`src/rtl/mem_word_initiator.sv`:
```
// Word-level initiator for the start/ready memory handshake: a word read becomes four byte
// reads, a word write becomes one word access, and every access is bounded by a timeout.
module mem_word_initiator #(
  parameter int unsigned ADDRESS_WIDTH = 8,
  parameter int unsigned TIMEOUT       = 16
) (
  input  logic                     clk,
  input  logic                     reset,
  input  logic                     req,
  input  logic                     req_we,
  input  logic [ADDRESS_WIDTH-1:0] req_addr,
  input  logic [31:0]              req_wdata,
  output logic                     req_ready,
  output logic                     resp_valid,
  output logic                     resp_err,
  output logic [31:0]              resp_rdata,
  output logic                     rd_start,
  output logic [ADDRESS_WIDTH-1:0] rd_address,
  input  logic                     rd_ready,
  input  logic [7:0]               rd_data,
  output logic                     wr_start,
  output logic [ADDRESS_WIDTH-1:0] wr_address,
  output logic [31:0]              wr_data,
  input  logic                     wr_ready
);

  localparam int unsigned AW = ADDRESS_WIDTH;
  localparam int unsigned TW = $clog2(TIMEOUT);
  localparam logic [TW-1:0] TMO_LAST = TW'(TIMEOUT - 1);

  typedef enum logic [2:0] {
    IDLE,
    RD_ISSUE,
    RD_WAIT,
    WR_ISSUE,
    WR_WAIT,
    RESP
  } state_e;

  state_e        state_q, state_d;
  logic [AW-1:0] addr_q, addr_d;
  logic [1:0]    k_q, k_d;
  logic [TW-1:0] tmo_q, tmo_d;
  logic          req_ready_q, req_ready_d;
  logic          resp_valid_q, resp_valid_d;
  logic          resp_err_q, resp_err_d;
  logic [31:0]   resp_rdata_q, resp_rdata_d;
  logic [AW-1:0] rd_address_q, rd_address_d;
  logic [AW-1:0] wr_address_q, wr_address_d;
  logic [31:0]   wr_data_q, wr_data_d;

  logic in_rd_c, in_wr_c, port_rdy_c, abort_c;

  // Active port selection and timeout abort condition
  assign in_rd_c    = (state_q == RD_ISSUE) || (state_q == RD_WAIT);
  assign in_wr_c    = (state_q == WR_ISSUE) || (state_q == WR_WAIT);
  assign port_rdy_c = in_rd_c ? rd_ready : wr_ready;
  assign abort_c    = (in_rd_c || in_wr_c) && !port_rdy_c && (tmo_q == TMO_LAST);

  assign rd_start   = (state_q == RD_ISSUE) && rd_ready;
  assign wr_start   = (state_q == WR_ISSUE) && wr_ready;

  assign req_ready  = req_ready_q;
  assign resp_valid = resp_valid_q;
  assign resp_err   = resp_err_q;
  assign resp_rdata = resp_rdata_q;
  assign rd_address = rd_address_q;
  assign wr_address = wr_address_q;
  assign wr_data    = wr_data_q;

  // State register
  always_ff @(posedge clk or negedge reset) begin
    if (!reset) begin
      state_q <= IDLE;
    end else begin
      state_q <= state_d;
    end
  end

  // Next-state logic
  always_comb begin
    state_d = state_q;
    case (state_q)
      IDLE:     if (req) state_d = req_we ? WR_ISSUE : RD_ISSUE;
      RD_ISSUE: begin
        if (rd_ready)     state_d = RD_WAIT;
        else if (abort_c) state_d = RESP;
      end
      RD_WAIT: begin
        if (rd_ready)     state_d = (k_q == 2'd3) ? RESP : RD_ISSUE;
        else if (abort_c) state_d = RESP;
      end
      WR_ISSUE: begin
        if (wr_ready)     state_d = WR_WAIT;
        else if (abort_c) state_d = RESP;
      end
      WR_WAIT: begin
        if (wr_ready)     state_d = RESP;
        else if (abort_c) state_d = RESP;
      end
      RESP:     state_d = IDLE;
      default:  state_d = IDLE;
    endcase
  end

  // Datapath and registered-output next values
  always_comb begin
    addr_d       = addr_q;
    k_d          = k_q;
    tmo_d        = tmo_q;
    resp_rdata_d = resp_rdata_q;
    rd_address_d = rd_address_q;
    wr_address_d = wr_address_q;
    wr_data_d    = wr_data_q;
    req_ready_d  = (state_d == IDLE);
    resp_valid_d = (state_d == RESP);
    resp_err_d   = abort_c;

    case (state_q)
      IDLE: begin
        if (req) begin
          addr_d       = req_addr;
          k_d          = 2'd0;
          tmo_d        = '0;
          resp_rdata_d = 32'd0;
          if (req_we) begin
            wr_address_d = req_addr;
            wr_data_d    = req_wdata;
          end else begin
            rd_address_d = req_addr;
          end
        end
      end
      RD_ISSUE, RD_WAIT, WR_ISSUE, WR_WAIT: begin
        tmo_d = (port_rdy_c || abort_c) ? '0 : tmo_q + TW'(1);
        // Byte capture and advance to the next byte address (wraps)
        if (state_q == RD_WAIT && rd_ready) begin
          resp_rdata_d[{k_q, 3'b000} +: 8] = rd_data;
          if (k_q != 2'd3) begin
            k_d          = k_q + 2'd1;
            rd_address_d = addr_q + AW'(k_q) + AW'(1);
          end
        end
      end
      default: tmo_d = '0;
    endcase
  end

  // Datapath registers
  always_ff @(posedge clk or negedge reset) begin
    if (!reset) begin
      addr_q       <= '0;
      k_q          <= 2'd0;
      tmo_q        <= '0;
      req_ready_q  <= 1'b1;
      resp_valid_q <= 1'b0;
      resp_err_q   <= 1'b0;
      resp_rdata_q <= 32'd0;
      rd_address_q <= '0;
      wr_address_q <= '0;
      wr_data_q    <= 32'd0;
    end else begin
      addr_q       <= addr_d;
      k_q          <= k_d;
      tmo_q        <= tmo_d;
      req_ready_q  <= req_ready_d;
      resp_valid_q <= resp_valid_d;
      resp_err_q   <= resp_err_d;
      resp_rdata_q <= resp_rdata_d;
      rd_address_q <= rd_address_d;
      wr_address_q <= wr_address_d;
      wr_data_q    <= wr_data_d;
    end
  end

endmodule

```
`config.mk`:
```
export PLATFORM = sky130hd
export DESIGN_NAME = mem_word_initiator
export DESIGN_NICKNAME = d
export VERILOG_FILES = /design/src/rtl/mem_word_initiator.sv
export SDC_FILE = /design/constraint.sdc
export NUM_CORES = 1
export LEC_CHECK = 0
export CORE_MARGIN = 8
export CORE_UTILIZATION = 42
export CTS_CLUSTER_SIZE = 25
export DETAILED_ROUTE_END_ITERATION = 10
export PLACE_DENSITY_LB_ADDON = 0.25
export SKIP_LAST_GASP = 1
export SLEW_MARGIN = 10
export SYNTH_ARGS = -nofsm -noshare
export SYNTH_HDL_FRONTEND = slang
export SYNTH_SLANG_ARGS = --single-unit
export TNS_END_PERCENT = 1
```
`constraint.sdc`:
```
create_clock -name clk -period 2.2 [get_ports clk]
set_input_delay 0.55 -clock clk [delete_from_list [all_inputs] [get_ports clk]]
set_output_delay 0.55 -clock clk [all_outputs]
set_load 0.05 [all_outputs]
```
* Word-level counts from Yosys, hierarchy flattened
Index checks and enable logic that the tools add are counted.
** Word-level totals
- Register bits :: 100
- Input bits :: 54
- Output and inout bits :: 85
- Logic and storage cells :: 75
** Cells by class
- Add/sub/neg operators :: 5
- Eq/ne operators :: 12
- Shifts and indexed selects :: 2
- Mux-type cells :: 26
- Reductions and logical operators :: 19
** Operators with widths (number)
- $mux 32 :: 2
- $pmux 32 s2 :: 1
- $bwmux 32 :: 1
- $mux 8 :: 4
- $shift 8x7->32 const A :: 1
- $shiftx 8x7->32 :: 1
- $mux 3 :: 7
- $pmux 8 s2 :: 1
- $pmux 3 s5 :: 1
- $ne 2x2->1 const B :: 5
- $add 8x1->8 const B :: 1
- $add 8x2->8 :: 1
- $mux 2 :: 4
- $mux 4 :: 2
- $pmux 4 s2 :: 1
- $neg 5->7 :: 1
- $eq 3x2->1 const B :: 2
- $eq 3x3->1 const B :: 2
- $logic_not 3->1 :: 2
- $reduce_and 3->1 :: 2
- $logic_and 1x1->1 :: 5
- $reduce_and 5->1 :: 1
- $add 4x1->4 const B :: 1
- $eq 4x4->1 const B :: 1
- other kinds (11) :: 14

* Logic depth before layout (Yosys ltp)
Gate-level depths: netlist of the first run.
- Depth after elaboration :: 10
- Mapped depth :: 10
- Depth with buffers taken out :: 10

* Worst setup path after synthesis of the first run
Ideal clock, no wire load.
- Path type :: input port to flip-flop
- From :: input rd_ready
- To :: register k_q[0]
- Setup time :: 0.128 ns
- Arrival :: 3.264 ns
- Path slack :: -1.191 ns
- Stages on the path :: 5
- Buffers on the path :: 1
- Path through :: clkbuf_1 > nor4bb_1 > a41oi_1 > a41oi_2 > mux2_1
** Between the ends
- Word-level cells in the longest chain between the ends :: 3
** RTL lines
- start, declared :: RTL line 19 : input logic rd_ready,
- $logic_and 1x1->1 :: RTL line 137 : if (state_q == RD_WAIT && rd_ready) begin
- $ne 2x2->1 (no line)
- $reduce_and 4->1 (no line)
- end signal, assigned :: RTL line 164 : k_q <= k_d;
- end, declared :: RTL line 42 : logic [1:0] k_q, k_d;
No other way between the ends.
A chain may end at the register's enable or synchronous reset.

* Final worst setup path of the first run
- From :: input rd_ready
- To :: output rd_start
** Between the ends
- Word-level cells in the longest chain between the ends :: 1
** RTL lines
- $logic_and 1x1->1 :: RTL line 60 : assign rd_start = (state_q == RD_ISSUE) && rd_ready;
- end, declared :: RTL line 17 : output logic rd_start,
No other way between the ends.

==> summary.txt, run 1 <==
Synth
  – Synthesized flop and latch total: 100
  – Cell variety after synth: between 40 and 50
  – Syn Std Cell Area: 4295 µm²
  – Main combinational cell family by area after synthesis: multiplexers
  – Async S/R FF share, synth: 1.000
  – Leading area contributor after synthesis: dfrtp_1
  – Post-synth top cells: 99 x dfrtp_1, 47 x mux2_2, 33 x a22o_1
  – Synth Net Count: roughly 400
  – Sequential share of the synthesized area: 0.5829
  – Compound-Gate Fraction of Synth Area: 0.1311
  – Synth Area in Adders: 0.02796
  – Count leader, synth: dfrtp_1
  – Main area contributors after synthesis: dfrtp_1 58%, mux2_2 12%, a22o_1 6.7%, ha_1 2.3%, nand2_1 2.1%
  – Post-synth top area share: 0.5768
  – Syn_area_per_cell: 12.94 µm²
  – Ys flop type: dfrtp_1
  – Mapped Cells: 332
  – Post-Synth Simple-Gate Area: 0.08680
  – Post-synthesis xor/xnor area fraction: 0.01631
  – Synth warnings: 0
  – Post-synth EDFFs: 0
  – Post-synthesis mux area share: 0.1328

STA
  – Slew headroom: 0.5025
  – Final slew viol count: 0
  – Worst Clk Skew: about 0.014 ns
  – Final worst slack: 0.06042 ns
  – Hold WS: between 0.1 and 0.15 ns
  – Unrepaired setup endpoints after global routing: false
  – Fmax: 467.4 MHz
  – Final Hold Fails: 0
  – Final setup fails: 0
  – Tmin final: approximately 2.1 ns
  – Slew @ Worst Pin: ~0.74 ns
  – Final worst path period share: 0.9725

Drt
  – # DRC: 0
  – Iteration-0 DRC Markers: 148
  – Met3 WL post-DR: 621 µm
  – Via density: just over 5
  – Final wirelength: 10760 µm
  – WL per Instance: 16.73 µm
  – Vias post-DR: 3266
  – Post-DRT Antenna Nets: 0
  – Met2 WL: 5475 µm
  – First-pass DRT Iterations: 4
  – Met1 WL: 4527 µm
  – Highest layer used for signal routing: met4

Finish
  – Nets@finish: 565
  – Number of antenna diodes: 0
  – Share of cells above drive strength 1: 0.2288
  – Synthesis-to-layout area growth: 47.25%
  – FILL cells: 796

Setup path
  – Critical Path, Cell by Cell: dlygate4sd2_1 > buf_6 > nor4bb_4 > buf_4 > buf_12
  – Slowest CP cell: nor4bb_4
  – Worst Setup End Kind: output port
  – Delay of the slowest critical-path stage: 0.32 ns
  – FF-to-FF Start: state_q[0]
  – Worst R2R Setup Slack: about 0.14 ns
  – Worst Path Max Fanout: 9
  – Worst Setup EP: rd_start
  – CP startpoint: rd_ready
  – Worst EP required: 1.65 ns
  – R2R depth: 7
  – Worst Setup Start Kind: input pin
  – Kind of critical path: input pin to output port
  – Worst EP arrival: 1.59 ns
  – Reg2reg end: k_q[0]

GRT
  – Grt total ovfl: 0
  – Vias in the first global route: 3391
  – Initial antenna violation count: 0
  – Overall global routing resource usage: 0.1599
  – First-pass GRT wire length: 17060 µm
  – Largest net degree at the start of global routing: 46

Run
  – Max-cap viol count: 0

CTS
  – Clk_lat worst skew: roughly 0.36 ns
  – CTS tree: done
  – Total CTS buffers: 9
  – CTS Hold Bufs: 0
  – CTS clk-pin slew, worst paths: 0.10 ns
  – H-tree depth: 3
  – CTS max path bufs: 2
  – CTS Sinks: 100
  – Root buffer cell: clkbuf_8

Floorplan
  – Starting Density: 0.4237
  – Die H: 117.1 µm
  – Die W: 117.1 µm
  – I/O pins: between 100 and 150
  – Core Rows: 37
  – Core area: 10140 µm²
  – Die area: 13720 µm²

Placed design
  – Dpl ws: -0.2871 ns
  – GPL Wtd Cong: 0.8387
  – HPWL Detailed: ~8200 µm
  – I/O Buffers: 138

Status
  – Status: finished clean

Worst hold path
  – Hold Path Class: input pin to asynchronous set/reset pin

Pwr
  – Power, Total: about 9600 µW
  – Power Density: 1524 nW/µm²
  – Pleak: 0.002795 µW
  – Peak supply drop: 825.8 µV
[cell type report]
class                           instances  area [µm²]  share of cell area
Timing Repair Buffer                  170        1664              0.2631
Clock buffer                           10       127.6             0.02018
Clock inverter                          6       93.84             0.01484
Inverter                               11       41.29            0.006528
Tap cell                              136       170.2             0.02690
Multi-Input combinational cell        210        1722              0.2722
Sequential cell                       100        2506              0.3962
[worst max-delay path: cells and delay by family]
family                 cells  cell delay, ns
buffers and inverters      4            0.71
AND/OR/NAND/NOR            1            0.32
[repair_timing]
item / 4_1_cts / 5_1_grt
endpoints found under the setup margin: 1 / 1
gates resized for setup: 3 / 0
endpoints found under the hold margin: 0 / 0
pin swaps: 0 / 1
setup buffers: 1 / 2
[sequential cells by signal (all words and copies together) (netlist names)]
signal,flops
wr_data,32
req_ready,1
wr_address,8
resp_rdata,32
resp_valid,1
state_q,3
rd_address,8
resp_err,1
k_q,2
tmo_q,4
addr_q,8
[cell families after synthesis]
kind of cell / count (synthesis)
xor gates and xnor gates: 8
buffers and inverters: 22
adders and majority gates: 9
AOI/OAI and AO/OA: 76
DFF: 100
and+or+nand+nor: 66
muxes: 51
[how the worst min path moves through the flow]
stage,start,endpoint,slack (ns),cells past startpoint
after global routing,reset,tmo_q[3],0.11,1
after CTS,reset,wr_data[16],0.11,1
after global placement,rd_address[7],rd_address[7],0.47,2
final,reset,tmo_q[3],0.10,1
after detailed placement,rd_address[3],rd_address[3],0.47,2
after floorplan,reset,addr_q[0],0.25,0
[report_power, final]
group / internal [µW] / leakage, µW / switching [µW]
clock network: 654 / 0.000108 / 643
registers: 2480 / 0.00127 / 397
logic: 2160 / 0.00142 / 3300
total: 5300 / 0.00280 / 4340
[metal layers]
layer,vias up,GRT usage
met2,79,0.2685
met5,-,0
met3,10,0.03540
li1,1536,-
met1,1641,0.1971
met4,0,0.06143
[metrics by stage]
stage	std cells	area [µm²]	TNS, ns	utilization
global placement	624	6077	-0.8843	0.5994
detailed placement	624	6077	-1.939	0.5994
global route	643	6325	0	0.6238
finish	643	6325	0	0.6238
floorplan	332	4320	0	-
CTS	641	6310	0	0.6224
[layout by cell type, fill, tap and decap left out, types with 3 or more instances in the layout]
cell and n:
a21oi_1 9, a22o_1 33, and3_1 6, buf_12 4, buf_4 31, clkbuf_8 9, clkdlybuf4s50_1 133, dfrtp_1 97
ha_1 8, inv_1 11, inv_6 3, mux2_2 47, mux2i_1 3, nand2_1 23, nand2b_1 3, nand3_1 4
nor2_1 14, o21ai_0 17, o21ai_1 4, xnor2_1 3, xor2_1 5
(Power assumes the default switching activity.)
==> run 2, diff against run 1 <==
- RECOVER_POWER: not set -> 25
==> run 2 against run 1 <==
Effect of this change:
- the flow now finishes with violations (capacitance limit, slew limit)
- highest routed layer unchanged
- global-route usage is the same
- first-iteration DRC count shrank 1.4%
- register-to-register slack is essentially flat
- via count shrank 0.34%
==> summary.txt, run 2 (synthesized netlist as in run 1, its figures left out) <==
Status
  – Failing checks: capacitance limit, slew limit
  – Status: finished, violations left

Finish
  – Number of antenna diodes: 0
  – Register area: 2506 µm²
  – Multi-input logic area: about 1700 µm²
  – Nets@finish: ~570
  – Share of cells above drive strength 1: 0.2268
  – Commonest non-fill, non-tap cell in the layout: clkdlybuf4s50_1
  – Fin cells: 643
  – FILL cells: about 800
  – Most frequent cells in the layout: 133 x clkdlybuf4s50_1, 97 x dfrtp_1, 47 x mux2_2
  – Synthesis-to-layout area growth: 47.10%

Drt
  – Vias post-DR: approximately 3300
  – # DRC: 0
  – Post-DRT Antenna Nets: 0
  – Via density: 5.062
  – Iteration-0 DRC Markers: 146
  – First-pass DRT Iterations: 4
  – WL per Instance: 16.70 µm
  – Final wirelength: between 10000 and 15000 µm

GRT
  – Vias in the first global route: 3391
  – Initial antenna violation count: 0
  – Overall global routing resource usage: 0.1599
  – Largest net degree at the start of global routing: 46
  – First-pass GRT wire length: 17060 µm
  – Grt total ovfl: 0

CTS
  – CTS Hold Bufs: 0
  – CTS Sinks: 100
  – CTS clk-pin slew, worst paths: 0.08 ns
  – H-tree depth: 3
  – CTS max path bufs: 2
  – CTS tree: done
  – Root buffer cell: clkbuf_8
  – Clk_lat worst skew: 0.36 ns
  – Total CTS buffers: 9

STA
  – Tmin final: 2.139 ns
  – Final Hold Fails: 0
  – Slew @ Worst Pin: around 1.6 ns
  – Final slew viol count: 28
  – Fmax: 467.4 MHz
  – Worst Clk Skew: 0.01476 ns
  – Unrepaired setup endpoints after global routing: false
  – Final worst path period share: 0.9724
  – Final setup fails: 0
  – Slew headroom: -0.08688
  – Final worst slack: around 0.061 ns

Floorplan
  – Die area: roughly 14000 µm²
  – I/O pins: ~140
  – Die H: 117.1 µm
  – Core Rows: 37
  – Die W: about 120 µm
  – Core area: 10140 µm²
  – Starting Density: 0.4237

Setup path
  – Worst EP arrival: 1.59 ns
  – Worst Setup Start Kind: input pin
  – Worst Path Max Fanout: 9
  – Kind of critical path: input pin to output port
  – Worst Setup End Kind: output port
  – Worst EP required: 1.65 ns

Run
  – Max-cap viol count: 1

Pwr
  – Pleak: 0.002791 µW
  – Power Density: 1524 nW/µm²
  – Peak supply drop: 820.8 µV

Placed design
  – HPWL Detailed: slightly above 8000 µm
  – Dpl ws: -0.2871 ns
  – Placed Cells: roughly 620
  – GPL Wtd Cong: 0.8387
  – I/O Buffers: 138

Worst hold path
  – Hold Path Class: register to register
[run 2: cell count changes in the layout (fill, tap and decap cells not counted), sizes merged]
| cell | change |
|---|---|
| clkbuf | +2 |
| buf | -2 |
[run 2: cell type report]
| cell class | count | area share |
|---|---|---|
| multi-input combinational | 210 | 0.2725 |
| timing repair buffer | 170 | 0.2624 |
| clock inverter | 6 | 0.01485 |
| sequential | 100 | 0.3966 |
| tap | 136 | 0.02693 |
| clock buffer | 10 | 0.02020 |
| inverter | 11 | 0.006535 |
[run 2: worst max-delay path, cell delays in order]
cell	delay [ns]
dlygate4sd2_1	0.27
buf_6	0.15
nor4bb_4	0.32
buf_4	0.17
buf_12	0.12
[run 2: report_power, final]
| part | internal, µW | switching, µW |
|---|---|---|
| Clock | 654 | 640 |
| Combinational | 2160 | 3290 |
| Sequential | 2480 | 397 |
[run 2: metal layers]
metal  global-route usage  vias to the layer above  routed length, µm  part of all wire
met5                    0                        -                  0                 0
met4              0.06143                        0                131             0.012
met3              0.03540                        9                604             0.056
met2               0.2685                       78               5484              0.51
met1               0.1971                     1633               4516              0.42
li1                     -                     1535                  -                 -
[run 2: final timing paths]
kind	from	end	slack, ns	cells past startpoint
worst max-delay path	rd_ready	rd_start	0.06	5
worst min-delay path	rd_address[7]	rd_address[7]	0.49	2
worst max register to register	state_q[0]	k_q[0]	0.14	7
worst min register to register	rd_address[7]	rd_address[7]	0.49	2
max in group asynchronous	reset	resp_rdata[9]	0.54	2
min in group asynchronous	reset	tmo_q[3]	0.59	1
[run 2: timing repair]
| action | in CTS | in global routing |
|---|---|---|
| setup endpoints to repair | 1 | 1 |
| pin swaps | 0 | 1 |
| gates cloned | 0 | 0 |
| setup buffers | 1 | 2 |
| gates resized for setup | 3 | 0 |
[run 2: stage by stage]
step / hold slack (ns) / instance area (µm²) / utilization / power, µW / TNS (ns)
final: 0.4909 / 6319 / 0.6232 / 9627 / 0
after global routing: 0.5250 / 6319 / 0.6232 / 10190 / 0
after CTS: 0.1063 / 6310 / 0.6224 / 9717 / 0
after detailed placement: 0.4732 / 6077 / 0.5994 / 8384 / -1.939
after global placement: 0.4691 / 6077 / 0.5994 / 8286 / -0.8843
after floorplan: 0.2544 / 4320 / - / 6479 / 0
